**config.mk**
```make
export PLATFORM = sky130hd
export DESIGN_NAME = vend_payment_unit_flat
export DESIGN_NICKNAME = d
export VERILOG_FILES = /design/src/rtl/vend_payment_unit_pkg.sv /design/src/rtl/vend_payment_unit_if.sv /design/src/rtl/vend_payment_unit_exb_timer.sv /design/src/rtl/vend_payment_unit.sv /design/src/flat_wrapper.sv
export SDC_FILE = /design/constraint.sdc
export NUM_CORES = 1
export LEC_CHECK = 0
export CORE_MARGIN = 8
export CORE_UTILIZATION = 55
export CTS_CLUSTER_DIAMETER = 60
export DETAILED_ROUTE_END_ITERATION = 12
export PLACE_DENSITY_LB_ADDON = 0.2
export SLEW_MARGIN = 20
export SYNTH_ARGS = -nofsm -noshare
export SYNTH_HDL_FRONTEND = slang
export SYNTH_HIERARCHICAL = 1
export SYNTH_SLANG_ARGS = --single-unit
```
**constraint.sdc**
```tcl
create_clock -name clk -period 2.7 [get_ports clk]
set_input_delay 0.405 -clock clk [delete_from_list [all_inputs] [get_ports clk]]
set_output_delay 0.405 -clock clk [all_outputs]
set_load 0.005 [all_outputs]
```
**src/rtl/vend_payment_unit_pkg.sv**
```systemverilog
// Shared definitions for the vending payment unit and its controller:
// controller state encodings, refund FSM encodings and the credit helper.
package vend_payment_unit_pkg;

  typedef enum logic [2:0] {
    ST_ZZZ           = 3'b000,
    ST_VALIDATE_ID   = 3'b001,
    ST_VALIDATE_COIN = 3'b010,
    ST_ALL_OK        = 3'b011,
    ST_ERROR1        = 3'b100,
    ST_ERROR2        = 3'b101
  } ctrl_state_e;

  typedef enum logic [1:0] {
    RF_IDLE     = 2'd0,
    RF_PULSE_HI = 2'd1,
    RF_PULSE_LO = 2'd2
  } refund_state_e;

  localparam logic [3:0] CREDIT_MAX = 4'd15;

  // Adds a coin to the credit, clamping at CREDIT_MAX instead of wrapping.
  function automatic logic [3:0] credit_add(input logic [3:0] credit, input logic [1:0] coin);
    logic [4:0] sum;
    sum = {1'b0, credit} + {3'b000, coin};
    return (sum > {1'b0, CREDIT_MAX}) ? CREDIT_MAX : sum[3:0];
  endfunction

endpackage

```
**src/rtl/vend_payment_unit_if.sv**
```systemverilog
// Signal bundle between the vending controller / coin hardware (master)
// and the payment unit (slave).
interface vend_payment_unit_if;
  import vend_payment_unit_pkg::*;

  logic [2:0] state_now;
  logic       coin_in;
  logic [1:0] coin_val;
  logic       release_product;
  logic       back_money;
  logic [3:0] val_tot;
  logic       time_max_exb;
  logic       coin_out;
  logic       refund_busy;
  logic       vend_done;

  modport master (
    output state_now, coin_in, coin_val, release_product, back_money,
    input  val_tot, time_max_exb, coin_out, refund_busy, vend_done
  );

  modport slave (
    input  state_now, coin_in, coin_val, release_product, back_money,
    output val_tot, time_max_exb, coin_out, refund_busy, vend_done
  );

endinterface

```
**src/rtl/vend_payment_unit_exb_timer.sv**
```systemverilog
// Exhibition window timer: counts while enabled, restarts on request and
// emits a one-cycle pulse every TIME_CYCLES cycles.
module exb_timer #(
  parameter int TIME_CYCLES = 50000000
) (
  input  logic clk,
  input  logic rst,
  input  logic enable,
  input  logic restart,
  output logic time_max_exb
);

  localparam int            CW   = (TIME_CYCLES > 1) ? $clog2(TIME_CYCLES) : 1;
  localparam logic [CW-1:0] LAST = CW'(TIME_CYCLES - 1);

  logic [CW-1:0] count_q, count_d;
  logic          pulse_q, pulse_d;

  // Next count: cleared while idle or on restart, wraps with a pulse at the end of a window.
  always_comb begin
    count_d = count_q;
    pulse_d = 1'b0;
    if (restart || !enable) begin
      count_d = '0;
    end else if (count_q == LAST) begin
      count_d = '0;
      pulse_d = 1'b1;
    end else begin
      count_d = count_q + 1'b1;
    end
  end

  // Counter and registered pulse.
  always_ff @(posedge clk or negedge rst) begin
    if (!rst) begin
      count_q <= '0;
      pulse_q <= 1'b0;
    end else begin
      count_q <= count_d;
      pulse_q <= pulse_d;
    end
  end

  assign time_max_exb = pulse_q;

endmodule

```
**src/rtl/vend_payment_unit.sv**
```systemverilog
// Payment side of the vending machine: accumulates coin credit, clears it
// on a sale, and pays it back as paced ejector pulses on refund.
module vend_payment_unit
  import vend_payment_unit_pkg::*;
#(
  parameter int TIME_CYCLES       = 50000000,
  parameter int COIN_PULSE_CYCLES = 4
) (
  input  logic                clk,
  input  logic                rst,
  vend_payment_unit_if.slave  bus
);

  localparam int            PW    = (COIN_PULSE_CYCLES > 1) ? $clog2(COIN_PULSE_CYCLES) : 1;
  localparam logic [PW-1:0] PLAST = PW'(COIN_PULSE_CYCLES - 1);

  logic          coin_q, release_q, back_q;
  logic [2:0]    state_q;
  logic          coin_rise, release_rise, back_rise, zzz_entry;
  refund_state_e rf_state_q, rf_state_d;
  logic [PW-1:0] pulse_cnt_q, pulse_cnt_d;
  logic [3:0]    val_q, val_d;
  logic          vend_q, vend_d;
  logic          coin_out_q, busy_q;
  logic          refund_start;

  // The controller holds its request lines high, so only rising edges count.
  assign coin_rise    = bus.coin_in && !coin_q;
  assign release_rise = bus.release_product && !release_q;
  assign back_rise    = bus.back_money && !back_q;
  assign zzz_entry    = (bus.state_now == ST_ZZZ) && (state_q != ST_ZZZ);

  exb_timer #(
    .TIME_CYCLES(TIME_CYCLES)
  ) u_exb_timer (
    .clk         (clk),
    .rst         (rst),
    .enable      (bus.state_now != ST_ZZZ),
    .restart     (bus.state_now != state_q),
    .time_max_exb(bus.time_max_exb)
  );

  // Refund FSM plus credit update; coins and sales are only taken while idle.
  always_comb begin
    rf_state_d   = rf_state_q;
    pulse_cnt_d  = pulse_cnt_q;
    val_d        = val_q;
    vend_d       = 1'b0;
    refund_start = 1'b0;
    case (rf_state_q)
      RF_IDLE: begin
        if ((val_q != 4'd0) && (back_rise || zzz_entry)) begin
          refund_start = 1'b1;
          rf_state_d   = RF_PULSE_HI;
          pulse_cnt_d  = '0;
        end
        if (release_rise && !back_rise && !refund_start) begin
          val_d  = 4'd0;
          vend_d = 1'b1;
        end else if (coin_rise && (bus.state_now == ST_VALIDATE_COIN)) begin
          val_d = credit_add(val_q, bus.coin_val);
        end
      end
      RF_PULSE_HI: begin
        if (pulse_cnt_q == PLAST) begin
          rf_state_d  = RF_PULSE_LO;
          pulse_cnt_d = '0;
          val_d       = val_q - 4'd1;
        end else begin
          pulse_cnt_d = pulse_cnt_q + 1'b1;
        end
      end
      RF_PULSE_LO: begin
        if (pulse_cnt_q == PLAST) begin
          pulse_cnt_d = '0;
          rf_state_d  = (val_q != 4'd0) ? RF_PULSE_HI : RF_IDLE;
        end else begin
          pulse_cnt_d = pulse_cnt_q + 1'b1;
        end
      end
      default: rf_state_d = RF_IDLE;
    endcase
  end

  // Edge-detect copies, FSM state, credit and registered outputs.
  always_ff @(posedge clk or negedge rst) begin
    if (!rst) begin
      coin_q      <= 1'b0;
      release_q   <= 1'b0;
      back_q      <= 1'b0;
      state_q     <= 3'b000;
      rf_state_q  <= RF_IDLE;
      pulse_cnt_q <= '0;
      val_q       <= 4'd0;
      vend_q      <= 1'b0;
      coin_out_q  <= 1'b0;
      busy_q      <= 1'b0;
    end else begin
      coin_q      <= bus.coin_in;
      release_q   <= bus.release_product;
      back_q      <= bus.back_money;
      state_q     <= bus.state_now;
      rf_state_q  <= rf_state_d;
      pulse_cnt_q <= pulse_cnt_d;
      val_q       <= val_d;
      vend_q      <= vend_d;
      coin_out_q  <= (rf_state_d == RF_PULSE_HI);
      busy_q      <= (rf_state_d != RF_IDLE);
    end
  end

  assign bus.val_tot     = val_q;
  assign bus.vend_done   = vend_q;
  assign bus.coin_out    = coin_out_q;
  assign bus.refund_busy = busy_q;

endmodule

```
**src/flat_wrapper.sv**
```systemverilog
// flat-port wrapper written by rule: the top's interface ports become plain ports
module vend_payment_unit_flat import vend_payment_unit_pkg::*;
#(
  parameter int TIME_CYCLES       = 50000000,
  parameter int COIN_PULSE_CYCLES = 4
)
  (clk, rst, bus_state_now, bus_coin_in, bus_coin_val, bus_release_product, bus_back_money, bus_val_tot, bus_time_max_exb, bus_coin_out, bus_refund_busy, bus_vend_done);
  vend_payment_unit_if bus_i ();
  input  logic clk;
  input  logic rst;
  input wire logic [$bits(bus_i.state_now)-1:0] bus_state_now;
  input wire logic [$bits(bus_i.coin_in)-1:0] bus_coin_in;
  input wire logic [$bits(bus_i.coin_val)-1:0] bus_coin_val;
  input wire logic [$bits(bus_i.release_product)-1:0] bus_release_product;
  input wire logic [$bits(bus_i.back_money)-1:0] bus_back_money;
  output wire logic [$bits(bus_i.val_tot)-1:0] bus_val_tot;
  output wire logic [$bits(bus_i.time_max_exb)-1:0] bus_time_max_exb;
  output wire logic [$bits(bus_i.coin_out)-1:0] bus_coin_out;
  output wire logic [$bits(bus_i.refund_busy)-1:0] bus_refund_busy;
  output wire logic [$bits(bus_i.vend_done)-1:0] bus_vend_done;
  assign bus_i.state_now = bus_state_now;
  assign bus_i.coin_in = bus_coin_in;
  assign bus_i.coin_val = bus_coin_val;
  assign bus_i.release_product = bus_release_product;
  assign bus_i.back_money = bus_back_money;
  assign bus_val_tot = bus_i.val_tot;
  assign bus_time_max_exb = bus_i.time_max_exb;
  assign bus_coin_out = bus_i.coin_out;
  assign bus_refund_busy = bus_i.refund_busy;
  assign bus_vend_done = bus_i.vend_done;
  vend_payment_unit #(.TIME_CYCLES(TIME_CYCLES), .COIN_PULSE_CYCLES(COIN_PULSE_CYCLES)) u_core (.clk(clk), .rst(rst), .bus(bus_i));
endmodule
```
==> summary.md, run 1 <==
| Metric | Value |
|---|---|
| Status | complete, no violations |
| DR DRC count | 0 |
| Asr flop ratio synth | 100% |
| Clock Latency Late Sink | 0.31 ns |
| Synth Area in Compound Gates | 13.9% |
| IO Pins | 18 |
| Initial Utilization | 56.0% |
| First-pass DRT Iterations | 4 |
| Main combinational cell family by area after synthesis | simple AND/OR/NAND/NOR gates |
| Detailed Route WL | 4810 µm |
| Crit. End Element | flop |
| Synth Area in Adders | 6.08% |
| Unrepaired setup endpoints after global routing | no |
| Synth warn | 6 |
| Hold buffers post-CTS | 0 |
| DR iter-0 viols | 72 |
| Setup Fix Bufs, Post-CTS | 0 |
| WL/cell | 15.0 µm |
| Worst slew margin | 63.1% |
| Layout Nets | 288 |
| CP max FO | 10 |
| Number of synthesized flops with an enable pin | 0 |
| Die width | 81.9 µm |
| Die Ht | 81.9 µm |
| Num CTS Buffers | 5 |
| Crit path launch type | flop |
| ANT cells | 0 |
| Cell area after synthesis | 0.00239 mm² |
| IR drop worst, VDD | 352 µV |
| Seq/Total Area, Yosys | 46.1% |
| Worst Skew | 0.0142 ns |
| Final min period | 2.13 ns |
| Post-synthesis mux area share | 0.420% |
| Netlist cell types | 44 |
| Post-synthesis xor/xnor area fraction | 5.51% |
| # resized after CTS | 0 |
| Final setup viols | 0 |
| Post-Synthesis Cells | 248 |
| GR Util All Layers | 16.3% |
| H-tree depth | 2 |
| Syn_area_per_cell | 9.62 µm² |
| #FFs+latches synth | 44 |
| Placed Cells | 312 |
| P_leak | 1.07 nW |
| Largest net degree at the start of global routing | 45 |
| Sinks on Clock Net | 44 |
| Max clock buf depth | 2 |
| Area of the die | 0.00670 mm² |
| Final number of hold-violating endpoints | 0 |
| Clk slew on worst S/H paths | 0.09 ns |
| Worst Tran Pin Value | 0.553 ns |
| Fillers | 395 |
| Initial antenna violation count | 0 |
| CTS tree | yes |
| First-pass GRT wire length | 8540 µm |
| Routability Congestion | 0.791 |
| Clock Tree Root | clkbuf_8 |
| Final Non-Filler Cells | 320 |
| Max-Cap Viols | 0 |
| Layout area overhead | 12.4% |
| WP data arrival | 2.36 ns |
| Synth Area in Simple Gates | 23.9% |
| Number of global-route vias before repair | 1869 |
| Input/output buffers | 17 |
| Final Power | 1.87 mW |
| Pwr per Cell Area | 697 mW/mm² |
| Slew Viols, Final | 0 |
| Hold Path Class | input pin to asynchronous set/reset pin |
| WP data required | 2.93 ns |
| FP Rows | 24 |
| Setup TNS | 0 ns |
| Final period util | 78.8% |
| Syn Nets | 269 |
| Overflow after GRT | 0 |
| Layout cells sized above 1 | 6.72% |
| Post-DP HPWL | 3500 µm |
| Vias per std cell | 5.89 |
| Post-DRT Antenna Nets | 0 |
| Ys flop type | dfrtp_1 |
| Setup Crit Path Kind | flop to flop |
| CORE AREA | 0.00426 mm² |
| Max Clock Freq | 0.470 GHz |
| Via count | 1886 |
-- cell families after synthesis --
family,count (synthesis)
fa+ha+maj,11
xor+xnor,15
compound gates,51
simple gates,103
mux,1
buf+inv,23
flops,44
-- per-stage QoR --
stage	hold WS (ns)	util (%)	cell area [µm²]	setup WS, ns
6_report	0.0890	62.9	2680	0.573
5_1_grt	0.124	62.9	2680	0.419
2_1_floorplan	0.109	-	2390	0.777
3_3_place_gp	0.484	60.8	2590	0.582
4_1_cts	0.279	62.9	2680	0.610
3_5_place_dp	0.496	60.8	2590	0.506
-- final timing paths --
check | startpoint | end | slack (ns) | depth (start not counted)
min in group clk | u_core/pulse_cnt_q[1] | u_core/pulse_cnt_q[1] | 0.51 | 1
max in group asynchronous | rst | u_core/u_exb_timer/count_q[16] | 2.23 | 1
worst min-delay path | rst | u_core/release_q | 0.09 | 1
worst max register to register | u_core/u_exb_timer/count_q[3] | u_core/u_exb_timer/count_q[25] | 0.57 | 4
worst min register to register | u_core/pulse_cnt_q[1] | u_core/pulse_cnt_q[1] | 0.51 | 1
worst max-delay path | u_core/u_exb_timer/count_q[3] | u_core/u_exb_timer/count_q[25] | 0.57 | 4
-- worst max-delay path, stage by stage (launching register included) --
cell,delay (ns)
dfrtp_1,0.48
nand4_1,0.22
or4_1,0.69
or4_1,0.51
a21oi_1,0.16
-- layout make-up --
class                           instances  area [µm²]  area share, %
Clock inverter                          3        18.8          0.700
Timing Repair Buffer                   18         175           6.53
Inverter                               17        63.8           2.38
Sequential cell                        44        1100           41.0
Clock buffer                            5        68.8           2.57
Tap cell                               52        65.1           2.43
Multi-Input combinational cell        181        1190           44.4
-- cell usage after synthesis, types with 5 or more instances --
master,n,area (µm²)
nor3_1,5,25.0
nand3_1,10,50.1
xnor2_1,10,87.6
nor4_1,5,31.3
nor2_1,24,90.1
a21oi_1,18,90.1
and3_1,5,31.3
nand4_1,5,31.3
nand2_1,14,52.6
or4_1,6,45.0
ha_1,10,125
o21ai_0,15,75.1
or3_1,8,50.1
inv_1,17,63.8
xor2_1,5,43.8
dfrtp_1,44,1100
-- per-layer routing --
metal / vias up / GRT usage, % / wire (µm)
met2: 28 / 26.8 / 2370
met3: 10 / 4.27 / 270
met4: 0 / 6.49 / 93
met1: 918 / 20.0 / 2080
met5: - / 0 / 0
li1: 930 / - / -
-- layout by cell type (no fill, tap or decap), types with 2 or more instances in the layout --
| cell | netlist | routed |
|---|---|---|
| or4_1 | 6 | 6 |
| nor2b_1 | 2 | 2 |
| dfrtp_1 | 44 | 44 |
| nand2_1 | 14 | 14 |
| a32o_1 | 2 | 2 |
| ha_1 | 10 | 10 |
| buf_4 | 0 | 2 |
| nor4_1 | 5 | 5 |
| clkinv_2 | 0 | 2 |
| nand4_1 | 5 | 5 |
| and2_1 | 3 | 3 |
| o31ai_1 | 3 | 3 |
| a221oi_1 | 2 | 2 |
| nand3_1 | 10 | 10 |
| inv_1 | 17 | 17 |
| nor2_1 | 24 | 24 |
| clkbuf_8 | 0 | 5 |
| clkdlybuf4s50_1 | 0 | 16 |
| xor2_1 | 5 | 5 |
| nor3_1 | 5 | 5 |
| nand2b_1 | 3 | 3 |
| and4_1 | 3 | 3 |
| xnor2_1 | 10 | 10 |
| nand3_2 | 2 | 2 |
| or3_1 | 8 | 8 |
| o21ai_0 | 15 | 15 |
| nand3b_1 | 2 | 2 |
| a21oi_1 | 18 | 18 |
| o21ai_2 | 2 | 2 |
| a32oi_1 | 3 | 3 |
| and3_1 | 5 | 5 |
-- where the power goes --
| group | switching (mW) | internal, mW | total (mW) |
|---|---|---|---|
| logic | 0.344 | 0.303 | 0.647 |
| registers | 0.0710 | 0.738 | 0.809 |
| clock network | 0.233 | 0.180 | 0.414 |
| total | 0.648 | 1.22 | 1.87 |
-- sequential cells by signal, indices dropped and copies added (netlist names) --
signal and cells:
u_core/back_q 1, u_core/bus.val_tot 4, u_core/release_q 1, u_core/state_q 3, u_core/bus.vend_done 1, u_core/u_exb_timer/time_max_exb 1
u_core/pulse_cnt_q 2, u_core/coin_q 1, u_core/bus.coin_out 1, u_core/u_exb_timer/count_q 26, u_core/rf_state_q 2, u_core/bus.refund_busy 1
Power figures use the tool's default switching activity.
==> inputs of run 2 (changes only) <==
Clock period 2.7 ns to 2.07 ns, I/O delays scaled along.
==> run 2 against run 1 <==
Against the previous run: sequential power increased by 30%; combinational power increased by 56%; flip-flop and latch count unchanged; design area increased by 8.5%; clock-buffer cell count increased by 2; hold slack got worse by 0.0046 ns.
==> summary.md, run 2 (synthesized netlist as in run 1, its figures left out) <==
| Metric | Value |
|---|---|
| FP Rows | 24 (unchanged) |
| Post-DP HPWL | 3650 µm (was 3500 µm) |
| Setup Crit Path Kind | flop to flop (unchanged) |
| Setup ws final | 0.0443 ns (was 0.573 ns) |
| Hold buffers post-CTS | 0 (unchanged) |
| Final period util | 97.9% (was 78.8%) |
| CP max FO | 8 (was 10) |
| Combinational Power Share | 36.5% (was 34.6%) |
| Die Ht | 81.9 µm (unchanged) |
| IR drop worst, VDD | 506 µV (was 352 µV) |
| First-pass DRT Iterations | 4 (unchanged) |
| DR DRC count | 0 (unchanged) |
| Max clock buf depth | 2 (unchanged) |
| DR iter-0 viols | 100 (was 72) |
| Post-DRT Antenna Nets | 0 (unchanged) |
| Unrepaired setup endpoints after global routing | yes (was no) |
| Reg power frac | 37.7% (was 43.3%) |
| Core Util, Final | 68.3% (was 62.9%) |
| Setup TNS | 0 ns (unchanged) |
| Commonest non-fill, non-tap cell in the layout | dfrtp_1 (unchanged) |
| Final min period | 2.03 ns (was 2.13 ns) |
| Layout cells sized above 1 | 15.4% (was 6.72%) |
| Number of global-route vias before repair | 1874 (was 1869) |
| WL/cell | 15.2 µm (was 15.0 µm) |
| Fin Hold WS | 0.0844 ns (was 0.0890 ns) |
| Pwr per Cell Area | 951 mW/mm² (was 697 mW/mm²) |
| H-tree depth | 2 (unchanged) |
| Clock Latency Late Sink | 0.30 ns (was 0.31 ns) |
| Max Clock Freq | 0.494 GHz (was 0.470 GHz) |
| Status | complete, no violations (unchanged) |
| Detailed Route WL | 5110 µm (was 4810 µm) |
| Via count | 1958 (was 1886) |
| Input/output buffers | 17 (unchanged) |
| Psw | 0.901 mW (was 0.648 mW) |
| Die width | 81.9 µm (unchanged) |
| Clk slew on worst S/H paths | 0.08 ns (was 0.09 ns) |
| IO Pins | 18 (unchanged) |
| Vias per std cell | 5.81 (was 5.89) |
| Cell area after placement | 0.00271 mm² (was 0.00259 mm²) |
| Clock Tree Root | clkbuf_8 (unchanged) |
| Slew Viols, Final | 0 (unchanged) |
| WP data required | 2.25 ns (was 2.93 ns) |
| Final setup viols | 0 (unchanged) |
| Largest register FFs | 26 (unchanged) |
| WP data arrival | 2.21 ns (was 2.36 ns) |
| Crit path launch type | flop (unchanged) |
| Top reg by flops | u_core/u_exb_timer/count_q (unchanged) |
| Area of the die | 0.00670 mm² (unchanged) |
| GR Util All Layers | 16.0% (was 16.3%) |
| Sinks on Clock Net | 44 (unchanged) |
| Clk network pwr share | 25.7% (was 22.1%) |
| Post-Place Setup Slack | 0.0362 ns (was 0.506 ns) |
| Worst Skew | 0.00863 ns (was 0.0142 ns) |
| Initial antenna violation count | 0 (unchanged) |
| Final Non-Filler Cells | 337 (was 320) |
| Routability Congestion | 0.841 (was 0.791) |
| Overflow after GRT | 0 (unchanged) |
| Final Power | 2.77 mW (was 1.87 mW) |
| First-pass GRT wire length | 8310 µm (was 8540 µm) |
| Most frequent cells in the layout | 44 x dfrtp_1, 23 x nor2_1, 18 x buf_4, 17 x a21oi_1 (was 44 x dfrtp_1, 24 x nor2_1, 18 x a21oi_1, 17 x inv_1, 16 x clkdlybuf4s50_1) |
| Worst slew margin | 47.4% (was 63.1%) |
| Final number of hold-violating endpoints | 0 (unchanged) |
| Layout Nets | 305 (was 288) |
| Layout area overhead | 22.0% (was 12.4%) |
| Cell internal pwr | 1.87 mW (was 1.22 mW) |
| Num CTS Buffers | 5 (unchanged) |
| Crit. End Element | flop (unchanged) |
| Initial Utilization | 56.0% (unchanged) |
| Hold Path Class | input pin to asynchronous set/reset pin (unchanged) |
| P_leak | 1.17 nW (was 1.07 nW) |
| Worst Tran Pin Value | 0.789 ns (was 0.553 ns) |
| CTS tree | yes (unchanged) |
| Max-Cap Viols | 0 (unchanged) |
| CORE AREA | 0.00426 mm² (unchanged) |
| Placed Cells | 327 (was 312) |
| Sw frac | 32.5% (was 34.7%) |
| ANT cells | 0 (unchanged) |
| Final instance area | 0.00291 mm² (was 0.00268 mm²) |
| Largest net degree at the start of global routing | 37 (was 45) |
## run 2: power groups by stage
stage / Combinational [mW] / Sequential (mW) / Clock [mW]
CTS: 0.880 / 1.04 / 0.732
global placement: 0.849 / 1.06 / 0
floorplan: 0.555 / 1.06 / 0
detailed placement: 0.868 / 1.06 / 0
finish: 1.01 / 1.05 / 0.712
global route: 1.13 / 1.06 / 0.765
## run 2: worst paths after layout
check,from,end,slack [ns],cells past startpoint
setup / recovery,u_core/bus.val_tot[0],u_core/bus.val_tot[1],0.04,7
hold / removal,rst,u_core/bus.val_tot[1],0.08,1
setup reg to reg,u_core/bus.val_tot[0],u_core/bus.val_tot[1],0.04,7
hold reg to reg,u_core/pulse_cnt_q[1],u_core/pulse_cnt_q[1],0.53,1
max in group asynchronous,rst,u_core/u_exb_timer/count_q[7],1.38,2
min in group clk,bus_back_money,u_core/back_q,0.47,1
## run 2: layout make-up
| class | instances | area [µm²] |
|---|---|---|
| sequential | 44 | 1100 |
| multi-input combinational | 181 | 1250 |
| tap | 52 | 65.1 |
| clock inverter | 1 | 30.0 |
| fill | 327 | 1350 |
| timing repair buffer | 35 | 300 |
| inverter | 17 | 63.8 |
| clock buffer | 7 | 96.3 |
## run 2: timing repair
item | CTS | global route
hold endpoints to repair | 0 | 0
buffers inserted | 0 | 2
gates resized for setup | 0 | 14
endpoints found under the setup margin | 0 | 12
## run 2: worst max-delay path, stage by stage, from the launching register on
cell	delay (ns)
dfrtp_1	0.41
inv_2	0.11
ha_4	0.15
or3b_4	0.39
a311oi_4	0.42
o21ai_4	0.16
a221oi_2	0.20
a21oi_1	0.07
## run 2: per-layer routing
metal / vias to the layer above / global-route usage, % / share of wire [%]
met1: 935 / 18.7 / 43
met5: - / 0 / 0
met4: 0 / 5.96 / 1.6
li1: 970 / - / -
met3: 8 / 5.03 / 6.1
met2: 45 / 26.8 / 49
==> inputs of run 3 (changes only) <==
Settings changed: SLEW_MARGIN 20 to default.
==> results of run 3 <==
Same layout as run 2: the final DEF is identical, and so are final timing and power.
